===== src/rtl/ps2_keyboard.sv =====
// PS/2 keyboard receiver: synchronises and deglitches the pins, deserialises
// 11-bit device-to-host frames and queues valid scan codes in a show-ahead FIFO.
module ps2_keyboard #(
    parameter int FILTER  = 4,
    parameter int TIMEOUT = 25000,
    parameter int FIFO_AW = 3
) (
    input  logic       clock,
    input  logic       resetn,
    input  logic       ps2_clk,
    input  logic       ps2_dat,
    input  logic       rd,
    input  logic       clr_err,
    output logic [7:0] dout,
    output logic       ready,
    output logic       overflow,
    output logic       parity_err
);

    localparam int DEPTH = 1 << FIFO_AW;
    localparam int FW    = (FILTER > 1) ? $clog2(FILTER) : 1;
    localparam int TW    = $clog2(TIMEOUT + 1);

    typedef enum logic [1:0] {S_IDLE, S_RECV, S_CHECK} state_t;

    logic          r_clk_s1, r_clk_s2, r_dat_s1, r_dat_s2;
    logic [FW-1:0] r_fcnt;
    logic          r_clk_f, r_clk_f_d;
    logic          w_fall;

    state_t        r_state;
    logic [3:0]    r_bitcnt;
    logic [TW-1:0] r_tocnt;
    logic [9:0]    r_shift;

    logic [7:0]       r_mem [DEPTH];
    logic [FIFO_AW-1:0] r_wptr, r_rptr;
    logic [FIFO_AW:0]   r_count;
    logic [7:0]       r_dout;
    logic             r_overflow, r_parity_err;

    logic w_check, w_frame_ok, w_push, w_pop, w_full, w_push_ok, w_drop;

    // Pin synchronisers and clock filter; idle bus is high.
    always_ff @(posedge clock or negedge resetn) begin
        if (!resetn) begin
            r_clk_s1  <= 1'b1;
            r_clk_s2  <= 1'b1;
            r_dat_s1  <= 1'b1;
            r_dat_s2  <= 1'b1;
            r_fcnt    <= '0;
            r_clk_f   <= 1'b1;
            r_clk_f_d <= 1'b1;
        end else begin
            r_clk_s1  <= ps2_clk;
            r_clk_s2  <= r_clk_s1;
            r_dat_s1  <= ps2_dat;
            r_dat_s2  <= r_dat_s1;
            r_clk_f_d <= r_clk_f;
            if (r_clk_s2 == r_clk_f) begin
                r_fcnt <= '0;
            end else if (r_fcnt == FW'(FILTER - 1)) begin
                r_clk_f <= r_clk_s2;
                r_fcnt  <= '0;
            end else begin
                r_fcnt <= r_fcnt + FW'(1);
            end
        end
    end

    assign w_fall = r_clk_f_d & ~r_clk_f;

    // Frame state machine; r_bitcnt holds the index of the next bit expected.
    always_ff @(posedge clock or negedge resetn) begin
        if (!resetn) begin
            r_state  <= S_IDLE;
            r_bitcnt <= '0;
            r_tocnt  <= '0;
        end else begin
            case (r_state)
                S_IDLE: begin
                    r_tocnt <= '0;
                    if (w_fall && !r_dat_s2) begin
                        r_state  <= S_RECV;
                        r_bitcnt <= 4'd1;
                    end
                end
                S_RECV: begin
                    if (w_fall) begin
                        r_tocnt <= '0;
                        if (r_bitcnt == 4'd10) begin
                            r_state  <= S_CHECK;
                            r_bitcnt <= '0;
                        end else begin
                            r_bitcnt <= r_bitcnt + 4'd1;
                        end
                    end else if (r_tocnt == TW'(TIMEOUT - 1)) begin
                        r_state  <= S_IDLE;
                        r_bitcnt <= '0;
                        r_tocnt  <= '0;
                    end else begin
                        r_tocnt <= r_tocnt + TW'(1);
                    end
                end
                S_CHECK: begin
                    r_state <= S_IDLE;
                end
                default: begin
                    r_state  <= S_IDLE;
                    r_bitcnt <= '0;
                    r_tocnt  <= '0;
                end
            endcase
        end
    end

    // LSB-first shift: after the stop bit, [7:0]=data, [8]=parity, [9]=stop.
    always_ff @(posedge clock) begin
        if (r_state == S_RECV && w_fall) begin
            r_shift <= {r_dat_s2, r_shift[9:1]};
        end
    end

    assign w_check    = (r_state == S_CHECK);
    assign w_frame_ok = (^r_shift[8:0]) & r_shift[9];
    assign w_push     = w_check & w_frame_ok;
    assign w_pop      = rd & (r_count != '0);
    assign w_full     = (r_count == (FIFO_AW+1)'(DEPTH));
    assign w_push_ok  = w_push & (~w_full | w_pop);
    assign w_drop     = w_push & w_full & ~w_pop;

    always_ff @(posedge clock) begin
        if (w_push_ok) begin
            r_mem[r_wptr] <= r_shift[7:0];
        end
    end

    // dout is a register so it can hold the last byte once the FIFO drains.
    always_ff @(posedge clock or negedge resetn) begin
        if (!resetn) begin
            r_wptr       <= '0;
            r_rptr       <= '0;
            r_count      <= '0;
            r_dout       <= '0;
            r_overflow   <= 1'b0;
            r_parity_err <= 1'b0;
        end else begin
            if (w_push_ok) begin
                r_wptr <= r_wptr + FIFO_AW'(1);
            end
            if (w_pop) begin
                r_rptr <= r_rptr + FIFO_AW'(1);
            end
            case ({w_push_ok, w_pop})
                2'b10:   r_count <= r_count + (FIFO_AW+1)'(1);
                2'b01:   r_count <= r_count - (FIFO_AW+1)'(1);
                default: r_count <= r_count;
            endcase
            if (w_pop) begin
                if (r_count > (FIFO_AW+1)'(1)) begin
                    r_dout <= r_mem[r_rptr + FIFO_AW'(1)];
                end else if (w_push_ok) begin
                    r_dout <= r_shift[7:0];
                end
            end else if (w_push_ok && r_count == '0) begin
                r_dout <= r_shift[7:0];
            end
            if (w_drop) begin
                r_overflow <= 1'b1;
            end else if (clr_err) begin
                r_overflow <= 1'b0;
            end
            if (w_check && !w_frame_ok) begin
                r_parity_err <= 1'b1;
            end else if (clr_err) begin
                r_parity_err <= 1'b0;
            end
        end
    end

    assign dout       = r_dout;
    assign ready      = (r_count != '0);
    assign overflow   = r_overflow;
    assign parity_err = r_parity_err;

endmodule


===== config.mk =====
export PLATFORM = sky130hd
export DESIGN_NAME = ps2_keyboard
export DESIGN_NICKNAME = d
export VERILOG_FILES = /design/src/rtl/ps2_keyboard.sv
export SDC_FILE = /design/constraint.sdc
export NUM_CORES = 1
export LEC_CHECK = 0
export CAP_MARGIN = 25
export CORE_ASPECT_RATIO = 1.75
export CORE_MARGIN = 8
export CORE_UTILIZATION = 40
export DETAILED_ROUTE_END_ITERATION = 8
export GPL_ROUTABILITY_DRIVEN = 0
export PLACE_DENSITY = 0.58
export SLEW_MARGIN = 5
export SYNTH_ARGS = -nofsm -noshare
export SYNTH_HDL_FRONTEND = slang
export SYNTH_SLANG_ARGS = --single-unit

===== constraint.sdc =====
create_clock -name clock -period 3.4 [get_ports clock]
set_input_delay 0.51 -clock clock [delete_from_list [all_inputs] [get_ports clock]]
set_output_delay 0.51 -clock clock [all_outputs]
set_load 0.005 [all_outputs]

* Yosys cells after proc, flatten, opt, wreduce, memory -nomap -nowiden
Memory sizes are Yosys's and may differ from the RTL's. Index checks and enable logic that the tools add are counted.
Cells by class: add/sub/neg operators 7, $lt $le $gt $ge 1, eq/ne operators 13, muxes and demuxes 25, bitwise gates (word level) 13, reductions and logical operators 18
Operator list (number):
- $mux 8 | 4
- $mux 15 | 2
- $pmux 15 s2 | 1
- $mux 4 | 4
- $add 15x1->15 const B | 1
- $eq 15x15->1 const B | 1
- $mux 2 | 6
- $pmux 4 s3 | 1
- $reduce_xor 9->1 | 1
- $add 4x1->4 const B | 2
- $eq 4x4->1 const B | 2
- $pmux 4 s2 | 1
- $reduce_bool 2->1 | 4
- $and 1x1->1 | 7
- $add 3x1->3 const B | 2
- $eq 2x2->1 const B | 3
- $ne 3x3->1 const B | 2
- $reduce_and 3->1 | 2
- $mux 1 | 5
- $not 1->1 | 5
- $eq 2x1->1 const B | 2
- $gt 4x1->1 const B | 1
- $logic_and 1x1->1 | 4
- $logic_not 4->1 | 1
- other kinds (11) | 13
Word-level totals: register bits 59, RAM bits 64, bits of input ports 6, output and inout bits 11, logic and storage cells 95, memories 1
Memories:
- r_mem | words 8, bits a word 8, rd ports 1, clocked after Yosys merged registers in 0, wr ports 1, RTL line 36 | logic [7:0] r_mem [DEPTH];

* Logic depth before layout (Yosys ltp)
depth in word-level cells 7, mapped depth 9

* Worst setup path after synthesis
OpenSTA, ideal clock, no wires.
path type register -> register, from register r_shift[3], to memory r_mem[0][0], enable pin, arrival 2.253 ns, data required time 3.017 ns, path slack 0.764 ns, stages on the path, launching flop included 6, period minus slack after synthesis 2.636 ns, cells stage by stage edfxtp_1 xor2_1 xnor3_2 mux2i_1 or2_2 nor3_1
Between the ends: word-level cells in the longest chain between the ends 6
Ends and longest elaborated chain:
- start: declaration | RTL line 34 | logic [9:0] r_shift;
- start signal: assignment | RTL line 120 | r_shift <= {r_dat_s2, r_shift[9:1]};
- $reduce_xor 9->1 | RTL line 125 | assign w_frame_ok = (^r_shift[8:0]) & r_shift[9];
- $and 1x1->1 | RTL line 125
- $and 1x1->1 | RTL line 126 | assign w_push = w_check & w_frame_ok;
- $and 1x1->1 | RTL line 129 | assign w_push_ok = w_push & (~w_full | w_pop);
- $mux 1 | RTL line 133 | if (w_push_ok) begin
- $mux 1 (implied by the code) | RTL line 134 | r_mem[r_wptr] <= r_shift[7:0];
- end: declaration | RTL line 36
No other way between the ends.

* Final worst setup path
from register r_shift[3], to memory r_mem[3][3], enable pin
The elaborated chain is that of the path after synthesis.

==> summary.md <==
| Metric | Value |
|---|---|
| ANT nets after route | 0 |
| # Post-CTS Setup Buffers | 0 |
| Ports | 17 |
| Vias/cell | slightly above 5 |
| WS Path Type | register to register |
| Ant diodes | 0 |
| Largest net degree at the start of global routing | 27 |
| Multi-input logic area | 1710 um^2 |
| Vias | 3048 |
| Vias in the first global route | 3306 |
| Netlist Area Pre-Place | between 5000 and 6000 um^2 |
| Clk pin slew, worst setup/hold paths | 0.06 ns |
| Top cells by count, synth | edfxtp_1, dfrtp_1, o21ai_0 |
| Post-synth EDFFs | 74 |
| Minimum clock period | 2.83 ns |
| DR DRC count | 0 |
| Final-report hold violation count | 0 |
| Clk_lat worst skew | a little over 0.4 ns |
| Leak | 0.00234 uW |
| Critical Path Sink | r_mem[3][3] |
| Final worst clock skew | slightly above 0.009 ns |
| Area Growth Syn to Fin | 19.2% |
| Number of distinct library cells after synthesis | 47 |
| Fill count | 1120 |
| Achievable frequency | about 350 MHz |
| FFs w/ async S/R, synth | 0.398 |
| FF+latch count, synth | 123 |
| Quantity of gates resized following cts | 0 |
| Initial antenna violation count | 0 |
| Slew Limit Headroom | 0.338 |
| Synth Flop Type | edfxtp_1 |
| Final Non-Filler Cells | 589 |
| Setup tns final | 0 ns |
| Drt first pass iters | 4 |
| Register area share after synthesis | 0.660 |
| Grt total ovfl | 0 |
| FF+latch area | 3460 um^2 |
| Initial drt markers | 104 |
| Crit Path Max Fanout | 11 |
| Status | complete, no violations |
| Worst-Margin Slew | 0.991 ns |
| Synth warn | 0 |
| Die Height | around 170 um |
| Port Buf Inserts | 16 |
| Die X | 102 um |
| Worst min path class | input port to asynchronous set/reset pin |
| Reg2Reg Depth | 6 |
| FF-to-FF End | r_mem[3][3] |
| Fraction of layout cells with a size suffix above 1 | 0.191 |
| R2R Setup Slk | 0.57 ns |
| Dpl cells | 557 |
| Die area | 17100 um^2 |
| Max VDD drop | approximately 400 uV |
| Yosys top cell area share | 0.425 |
| H-tree depth | 4 |
| Clock tree buffer depth | 2 |
| CTS Sinks | roughly 120 |
| Post-Route WL | roughly 10000 um |
| Leading post-synthesis cells by cell area | edfxtp_1, dfrtp_1, mux4_2, o21ai_0, dfstp_2 |
| PwrDens | between 800 and 900 nW/um^2 |
| Maxcap violations | 0 |
| GRT Overall Usage | 0.133 |
| Leading area contributor after synthesis | edfxtp_1 |
| Critical path startpoint category | register |
| Critical path endpoint category | register |
| Mapped Cells | 365 |
| Reg-to-Reg Start | r_shift[3] |
| Worst EP required | 3.43 ns |
| Final Max Tran Viols | 0 |
| RSZ-0062 raised after global routing | false |
| DP HPWL | 7220 um |
| CORE AREA | approximately 13000 um^2 |
| Final Net Count | 420 |
| CP arrival | 2.87 ns |
| CTS buffer count | 17 |
| Average instance area after synthesis | 14.3 um^2 |
| Crit path from | r_shift[3] |
| Syn nets | 380 |
| CTS tree | built |
| Initial Util | 0.407 |
| First-pass GRT wire length | 17100 um |
| Final period utilization | 0.834 |
| Hold buffer count at CTS | 0 |
| Most frequent cell after synthesis | edfxtp_1 |
| # rows | 55 |
| Final Setup Violations | 0 |
| Wire per inst | 17.4 um |
| Root Driver | clkbuf_16 |
critical path, stage by stage, from the launching register on:
cell and delay [ns]:
edfxtp_1 0.55, xor2_1 0.25, xnor3_2 0.49, mux2_4 0.28, and2b_1 0.16, nand2_1 0.11
nor2_1 0.62
power breakdown:
group | internal [uW] | switching, uW | total (uW)
clock | 1020 | 676 | 1700
sequential | 1810 | 173 | 1990
combinational | 739 | 765 | 1500
metrics by stage:
step | power (uW) | util | setup WS, ns | hold WS, ns | area (um^2)
detailed placement | 3550 | 0.441 | 0.536 | 0.347 | 5670
CTS | 5260 | 0.485 | 0.504 | 0.126 | 6240
global placement | 3520 | 0.440 | 0.601 | 0.347 | 5660
floorplan | 3060 | - | 0.764 | 0.214 | 5230
finish | 5190 | 0.485 | 0.565 | 0.104 | 6240
global route | 5490 | 0.485 | 0.437 | 0.164 | 6240
cell type report:
| cell class | count | area share |
|---|---|---|
| clock inverters | 14 | 0.0221 |
| inverters | 7 | 0.00421 |
| multi-input cells | 225 | 0.274 |
| clock buffers | 18 | 0.0688 |
| flip-flops and latches | 123 | 0.554 |
| well taps | 171 | 0.0343 |
| repair buffers | 31 | 0.0429 |
cells in the final DEF (no fill, tap or decap), drive strengths merged, types with 4 or more instances in the layout:
cell type,count
nor2b,6
nand2b,5
nand2,26
ha,9
o31ai,4
buf,16
nor3,7
dfrtp,43
clkdlybuf4s50,15
o21ai,36
nand3,11
clkbuf,18
dfstp,6
mux2i,9
mux2,4
mux4,16
clkinv,6
xnor2,10
edfxtp,74
inv,12
a21oi,15
xor2,4
nor2,31
logic make-up (layout without fill, tap and decap cells):
kind of cell | count (synthesis) | count (layout) | share of synthesized area
fa+ha+maj | 9 | 9 | 0.0215
simple gates | 104 | 104 | 0.0975
mux | 29 | 29 | 0.0954
xor+xnor | 17 | 17 | 0.0368
buf+inv | 17 | 70 | 0.0143
flops | 123 | 123 | 0.660
compound gates | 66 | 66 | 0.0741
worst min path at each step:
stage,end,slack (ns),cells past startpoint,start
after floorplan,dout[0],0.21,0,resetn
after global placement,r_dat_s2,0.35,0,r_dat_s1
after detailed placement,r_dat_s2,0.35,0,r_dat_s1
after CTS,r_tocnt[11],0.13,1,resetn
after global routing,dout[3],0.16,1,resetn
final,r_tocnt[6],0.10,1,resetn
registers in the layout, indices dropped and copies added (netlist names), 2 cells and up:
register and count:
r_shift 10, r_tocnt 15, r_mem 64, r_rptr 3, r_fcnt 2, r_wptr 3, r_bitcnt 4, r_count 4
r_state 2, dout 8
routing by layer:
| metal | GRT usage | vias to the layer above | wire length, um |
|---|---|---|---|
| met3 | 0.0328 | 14 | 300 |
| met5 | 0 | - | 0 |
| met4 | 0.0771 | 0 | 388 |
| met1 | 0.134 | 1527 | 3910 |
| li1 | - | 1452 | - |
| met2 | 0.236 | 55 | 5650 |
Power figures use the tool's default switching activity.
